[config.mk]
export PLATFORM = sky130hd
export DESIGN_NAME = mp_add_stream
export DESIGN_NICKNAME = d
export VERILOG_FILES = /design/src/rtl/mp_add_stream_pkg.sv /design/src/rtl/mp_add_stream_prefix_adder.sv /design/src/rtl/mp_add_stream.sv
export SDC_FILE = /design/constraint.sdc
export NUM_CORES = 1
export LEC_CHECK = 0
export ABC_AREA = 1
export BUFFER_PORTS_ARGS = -buffer_cell sky130_fd_sc_hd__buf_2
export CAP_MARGIN = 15
export CORE_MARGIN = 2
export CORE_UTILIZATION = 52
export DETAILED_ROUTE_END_ITERATION = 8
export PLACE_DENSITY = 0.79
export SETUP_SLACK_MARGIN = 0.5
export SLEW_MARGIN = 0
export SYNTH_ARGS = -nofsm -noshare
export SYNTH_HDL_FRONTEND = slang
export SYNTH_SLANG_ARGS = --single-unit
export TNS_END_PERCENT = 1
[constraint.sdc]
create_clock -name clk -period 4.8 [get_ports clk]
set_clock_uncertainty 0.2 [all_clocks]
set_input_delay 0.48 -clock clk [delete_from_list [all_inputs] [get_ports clk]]
set_output_delay 0.48 -clock clk [all_outputs]
set_load 0.1 [all_outputs]
[src/rtl/mp_add_stream_pkg.sv]
// Shared widths, FSM state type and result-word layout for the multi-precision add stream.
package mp_add_stream_pkg;

    localparam int WORD_W = 16;
    localparam int IDX_W  = 8;

    typedef enum logic {
        FIRST = 1'b0,
        MID   = 1'b1
    } state_e;

    typedef struct packed {
        logic [WORD_W-1:0] sum;
        logic              last;
        logic              carry;
        logic              ovf;
        logic [IDX_W-1:0]  idx;
    } res_t;

endpackage

[src/rtl/mp_add_stream_prefix_adder.sv]
// 16-bit Kogge-Stone adder with carry-in; purely combinational.
module prefix_adder_16 (
    input  logic [15:0] a,
    input  logic [15:0] b,
    input  logic        c_in,
    output logic [15:0] sum,
    output logic        c_out
);

    logic [15:0] gen;
    logic [15:0] prop;
    logic [15:0] gk;
    logic [15:0] pk;
    logic [15:0] gn;
    logic [15:0] pn;
    logic [16:0] c;

    always_comb begin
        gen  = a & b;
        prop = a ^ b;
        gk   = gen;
        pk   = prop;
        gn   = gen;
        pn   = prop;
        // Four doubling levels give group generate/propagate over bits [i:0].
        for (int l = 0; l < 4; l++) begin
            gn = gk;
            pn = pk;
            for (int i = 0; i < 16; i++) begin
                if (i >= (1 << l)) begin
                    gn[i] = gk[i] | (pk[i] & gk[4'(i - (1 << l))]);
                    pn[i] = pk[i] & pk[4'(i - (1 << l))];
                end
            end
            gk = gn;
            pk = pn;
        end
        c[0] = c_in;
        for (int i = 0; i < 16; i++) begin
            c[i+1] = gk[i] | (pk[i] & c_in);
        end
        sum   = prop ^ c[15:0];
        c_out = c[16];
    end

endmodule

[src/rtl/mp_add_stream.sv]
// Streams multi-word add/subtract, LSW first, carry chained through a register.
// Latency 1 cycle; single output register, in_ready = !out_valid | out_ready.
import mp_add_stream_pkg::*;

module mp_add_stream (
    input  logic              clk,
    input  logic              rst,
    input  logic              in_valid,
    output logic              in_ready,
    input  logic [WORD_W-1:0] in_a,
    input  logic [WORD_W-1:0] in_b,
    input  logic              in_last,
    input  logic              in_sub,
    output logic              out_valid,
    input  logic              out_ready,
    output logic [WORD_W-1:0] out_sum,
    output logic              out_last,
    output logic              out_carry,
    output logic              out_ovf,
    output logic [IDX_W-1:0]  out_idx
);

    state_e            state;
    logic              mode;
    logic              carry_q;
    logic [IDX_W-1:0]  idx_q;
    res_t              res_q;

    logic              xfer;
    logic              first;
    logic              mode_cur;
    logic [WORD_W-1:0] b_eff;
    logic              c_in;
    logic [WORD_W-1:0] sum;
    logic              c_out;
    logic [IDX_W-1:0]  idx_cur;
    res_t              res_d;

    assign in_ready = !out_valid || out_ready;
    assign xfer     = in_valid && in_ready;
    assign first    = (state == FIRST);

    // The first word's in_sub takes effect immediately, before mode is latched.
    assign mode_cur = first ? in_sub : mode;
    assign b_eff    = mode_cur ? ~in_b : in_b;
    assign c_in     = first ? mode_cur : carry_q;
    assign idx_cur  = first ? '0 : idx_q;

    prefix_adder_16 u_adder (
        .a     (in_a),
        .b     (b_eff),
        .c_in  (c_in),
        .sum   (sum),
        .c_out (c_out)
    );

    always_comb begin
        res_d       = '0;
        res_d.sum   = sum;
        res_d.last  = in_last;
        res_d.carry = in_last && c_out;
        res_d.ovf   = in_last && (in_a[WORD_W-1] == b_eff[WORD_W-1])
                              && (sum[WORD_W-1] != in_a[WORD_W-1]);
        res_d.idx   = idx_cur;
    end

    always_ff @(posedge clk or posedge rst) begin
        if (rst) begin
            state     <= FIRST;
            mode      <= 1'b0;
            carry_q   <= 1'b0;
            idx_q     <= '0;
            out_valid <= 1'b0;
            res_q     <= '0;
        end else begin
            if (xfer) begin
                state     <= in_last ? FIRST : MID;
                if (first) begin
                    mode <= in_sub;
                end
                carry_q   <= c_out;
                idx_q     <= in_last ? '0 : idx_cur + IDX_W'(1);
                out_valid <= 1'b1;
                res_q     <= res_d;
            end else if (out_ready) begin
                out_valid <= 1'b0;
            end
        end
    end

    assign out_sum   = res_q.sum;
    assign out_last  = res_q.last;
    assign out_carry = res_q.carry;
    assign out_ovf   = res_q.ovf;
    assign out_idx   = res_q.idx;

endmodule
== After elaboration in Yosys (flattened, before gate mapping) ==
Cells that the tools add are included.
Word-level totals
  register bits: 39
  logic and storage cells: 113
Cells by class
  muxes and demuxes: 8
  bitwise operators: 85
  reductions and logical operators: 7
  equality and inequality tests: 2
  add/sub/neg operators: 1
Operator list (count)
  $and A1 B1 Y1: 51
  $xor A16 B16 Y16: 2
  $or A1 B1 Y1: 30
  $and A16 B16 Y16: 1
  $mux W16: 1
  $mux W8: 2
  $not A16 Y16: 1
  $add A8 B1 Y8 const B: 1
  $mux W1: 5
  $logic_and A1 B1 Y1: 4
  $reduce_bool A2 Y1: 1
  $eq A1 B1 Y1: 1
  $logic_not A1 Y1: 1
  $logic_or A1 B1 Y1: 1
  $ne A1 B1 Y1: 1

== Logic depth before layout (Yosys ltp) ==
  depth after elaboration: 14
  depth in mapped cells: 15

== Cells and area by module ==
From an unflattened synthesis, not the netlist that was laid out.
Second synthesis, totals
  cell total of the unflattened synthesis: 335
  area, all modules: 2555.0 sq um
Modules (own cells, without submodules)
  mp_add_stream: seq. area each 975.9 sq um, area an instance 1830.5 sq um, times used 1, cells each 220
  prefix_adder_16: seq. area each 0.0 sq um, area an instance 724.4 sq um, times used 1, cells each 115

== Worst setup path after synthesis ==
No wires, ideal clock.
  path type: flip-flop to output port
  start: register out_valid
  end: output port in_ready
  cell stages (with the launch flop): 2
  data required time: 4120 ps
  path slack: 2332 ps
  arrival: 1788 ps
  cell sequence: dfrtp_1 > nand2_1
On the way
  longest elaborated chain between the ends: 2
Ends and longest elaborated chain
  start, declared: line mp_add_stream.sv:14  | output logic out_valid,
  start signal, assigned: line mp_add_stream.sv:73  | out_valid <= 1'b0;
  start signal, assigned: line mp_add_stream.sv:83  | out_valid <= 1'b1;
  start signal, assigned: line mp_add_stream.sv:86  | out_valid <= 1'b0;
  $logic_not A1 Y1: line mp_add_stream.sv:39  | assign in_ready = !out_valid || out_ready;
  $logic_or A1 B1 Y1: line mp_add_stream.sv:39
  end, declared: line mp_add_stream.sv:9  | output logic in_ready,
No other way between the ends.

== Worst setup path in the final report ==
  start: register state
  end: register res_q (netlist bit out_sum[7])
On the way
  longest elaborated chain between the ends: 10
  elaborated cells between the ends (all ways): 26
  classes of those cells: mux (3); bitwise (23)
Ends and longest elaborated chain
  start, declared: line mp_add_stream.sv:23  | state_e state;
  start signal, assigned: line mp_add_stream.sv:77  | state <= in_last ? FIRST : MID;
  $mux W1
  $mux W16: line mp_add_stream.sv:45  | assign b_eff = mode_cur ? ~in_b : in_b;
  $xor A16 B16 Y16 / $and A16 B16 Y16 (equally long branches): line mp_add_stream_prefix_adder.sv:20, mp_add_stream_prefix_adder.sv:19
  $and A1 B1 Y1, on equally long branches: line mp_add_stream_prefix_adder.sv:31, mp_add_stream_prefix_adder.sv:32
  $or A1 B1 Y1 / $and A1 B1 Y1 (equally long branches): line mp_add_stream_prefix_adder.sv:31  | gn[i] = gk[i] | (pk[i] & gk[4'(i - (1 << l))]);
  $and A1 B1 Y1 / $or A1 B1 Y1 (equally long branches): line mp_add_stream_prefix_adder.sv:31
  $or A1 B1 Y1 / $and A1 B1 Y1 (equally long branches): line mp_add_stream_prefix_adder.sv:31
  $or A1 B1 Y1: line mp_add_stream_prefix_adder.sv:31
  $or A1 B1 Y1: line mp_add_stream_prefix_adder.sv:40  | c[i+1] = gk[i] | (pk[i] & c_in);
  $xor A16 B16 Y16 *: line mp_add_stream_prefix_adder.sv:42  | sum = prop ^ c[15:0];
  end signal, assigned: line mp_add_stream.sv:84  | res_q <= res_d;
  end, declared: line mp_add_stream.sv:27  | res_t res_q;
Mark *: on every way between the ends. The rest lies on a longest branch, timed or not.
A chain may end at the register's enable or synchronous reset.

==> metrics.md <==
| Metric | Value |
|---|---|
| Post-CTS setup buffers | 0 |
| Port-buffer cells | 66 |
| Layout cells sized above 1 | between 20 and 25% |
| H-tree depth | 2 |
| Global routing's busiest layer | met2 |
| Ranking of synthesized cells by area | dfrtp_1 (38%), nand2_1 (16%), ha_1 (8.4%), xor2_1 (5.9%), inv_1 (5.3%) |
| Fin crit period | a little under 3000 ps |
| Die Y-Extent | roughly 74 µm |
| Cells after Synth | between 300 and 400 |
| Hold slack | roughly 98 ps |
| Crit path kind | reg2reg |
| EDFF count, synth | 0 |
| Count of different cell masters after synthesis | 31 |
| Leak | between 1.5 and 2 nW |
| Ports | 67 |
| GR Util All Layers | 21.6% |
| Grt met3 use | approximately 4.9% |
| Register area share after synthesis | 38.5% |
| Placer's final routability congestion estimate | ~0.83 |
| Mapped Nets | approximately 380 |
| Reg clk slew, reported paths | ~80 ps |
| Largest net degree at the start of global routing | about 50 |
| CTS tree | done |
| Die W | 73.8 µm |
| Met2 GRT Util | between 30% and 40% |
| # resized after CTS | 0 |
| Worst-path fanout max | 17 |
| Wire per inst | around 11 µm |
| Layout area overhead | 17.8% |
| Starting Density | between 50% and 60% |
| Via-to-Cell Ratio | between 4 and 5 |
| Final Hold Fails | 0 |
| Seq pwr share | ~30% |
| Gate power share | ~55% |
| Rows | 25 |
| GR Util met1 | 26.6% |
| Power density over the cells | between 400 and 500 nW/µm² |
| HP Class | in2async |
| RSZ-0062 raised after global routing | no |
| CP arrival | about 3000 ps |
| Top_reg_cell synth | dfrtp_1 |
| Drt drc | 0 |
| Max frequency | 345 MHz |
| # hold bufs at CTS | 0 |
| Final nets | 448 |
| WL final | 5.28 mm |
| Critical Path Sink Type | flop |
| Avg Cell Area, Syn | a little under 8 µm² |
| Detailed placement HPWL | 4.03 mm |
| Async set-or-reset flop fraction in the synthesized netlist | 100% |
| CORE AREA | 4720 µm² |
| Cell Int Power | 0.663 mW |
| Synth Cell Area | roughly 2500 µm² |
| VDD IR-drop max | ~290 µV |
| Clk root buf | clkbuf_8 |
| Setup TNS | 0 ps |
| WP data required | around 4800 ps |
| Share of the synthesized area in the top cell type | 38.5% |
| Tcrit/Tclk final | ~60% |
| Warnings, synthesis | 0 |
| Net Sw Frac | roughly 54% |
| Final Max Tran Viols | 0 |
| Grt ovf | 0 |
| Via count | between 2,000 and 2,500 |
| DRT iter0 DRCs | ~120 |
| Die area | ~5500 µm² |
| Slew margin rel. | between 40% and 50% |
| Sw Pwr | roughly 0.77 mW |
| First-pass GRT wire length | approximately 9.2 mm |
| Cts bufs inserted | 5 |
| Seq cells post-synth | 39 |
| Power share of the clock group | 15.3% |
| Setup Viol. Count Final | 0 |
| Vias in the first global route | roughly 2,200 |
| Antenna viol nets, final | 0 |
| Crit path launch type | flop |
| N_diodes | 0 |
| Commonest non-fill, non-tap cell in the layout | nand2_1 |
| Longest Clk Path Bufs | 2 |
| Pre-Repair DR Iteration Count | 4 |
| Leading area contributor after synthesis | dfrtp_1 |
| Initial antenna violation count | 0 |
| Least-Margin Pin Slew | 757 ps |
| Status | completed |
| Most frequent cells in the layout | nand2_1 (108), buf_2 (66), dfrtp_1 (39), inv_1 (36) |
| Max cap viols | 0 |
| Clk_lat worst skew | between 200 and 300 ps |
| Clk sinks | 39 |
==> cell usage after synthesis, types with 3 or more instances <==
cell,count
clkbuf_1,3
nand4_1,5
nand3_1,22
o21ai_0,22
ha_1,17
xor2_1,17
nor2_1,12
o21ai_1,5
dfrtp_1,39
nand2_1,108
xnor2_1,9
inv_1,36
a21oi_1,8
==> state kept, by name, summed over array words and instances (netlist names) <==
name and flops:
out_ovf 1, state 1, mode 1, out_carry 1, out_sum 16, out_valid 1, idx_q 8, out_last 1
carry_q 1, out_idx 8
==> power by group through the flow <==
| stage | registers, mW | clock network, mW | logic, mW |
|---|---|---|---|
| floorplan | 0.806 | 0 | 0.286 |
| global placement | 0.427 | 0 | 0.784 |
| detailed placement | 0.429 | 0 | 0.796 |
| CTS | 0.423 | 0.223 | 0.798 |
| global route | 0.431 | 0.241 | 0.859 |
| finish | 0.424 | 0.220 | 0.791 |
==> final timing paths <==
kind                               to  startpoint  cells past startpoint  slack (ps)
setup / recovery           out_sum[7]       state                     11        1900
hold / removal             out_idx[2]         rst                      3         100
setup reg to reg           out_sum[7]       state                     11        1900
hold reg to reg            out_sum[8]  out_sum[8]                      2         280
max in group asynchronous  out_idx[5]         rst                      3        3950
min in group clk            out_valid    in_valid                      3         210
==> per-layer routing <==
layer  wire, µm  vias up
li1           -     1169
met1       2400      993
met2       2670       43
met3        171        6
met4         49        0
met5          0        -
==> cells by family after synthesis <==
logic type / synth area share (%)
XOR/XNOR: 8.98
adder cells (fa/ha/maj): 9.18
flip-flops: 38.5
AND/OR/NAND/NOR: 26.5
AO/OA/AOI/OAI: 9.03
buffers and inverters: 7.79
==> layout make-up <==
| cell class | instances | area (µm²) |
|---|---|---|
| timing repair buffer | 67 | 338 |
| inverter | 38 | 143 |
| multi-input combinational | 241 | 1360 |
| tap | 67 | 83.8 |
| fill | 434 | 1740 |
| clock inverter | 2 | 12.5 |
| clock buffer | 6 | 72.6 |
| sequential | 39 | 976 |
==> through the flow <==
step           util [%]  worst slack (ps)  total power, mW  cell area (µm²)  cells
6_report           63.3              1900             1.44             2990    460
5_1_grt            63.3              1600             1.53             2990    460
4_1_cts            63.3              1880             1.44             2990    460
3_5_place_dp       61.5              1920             1.22             2900    452
3_3_place_gp       61.5              2000             1.21             2900    452
2_1_floorplan         -              2330             1.09             2540    326
==> worst max-delay path, cell delays in order (launching register included) <==
cell,delay [ps]
dfrtp_1,580
inv_2,130
o21ai_4,570
xor2_1,170
ha_1,380
nand2_1,150
nor2_1,70
o21ai_0,250
nand3_1,110
nand2_1,70
nand3_1,70
nand2_1,80
Note: power is estimated with default switching activity, not from simulation.
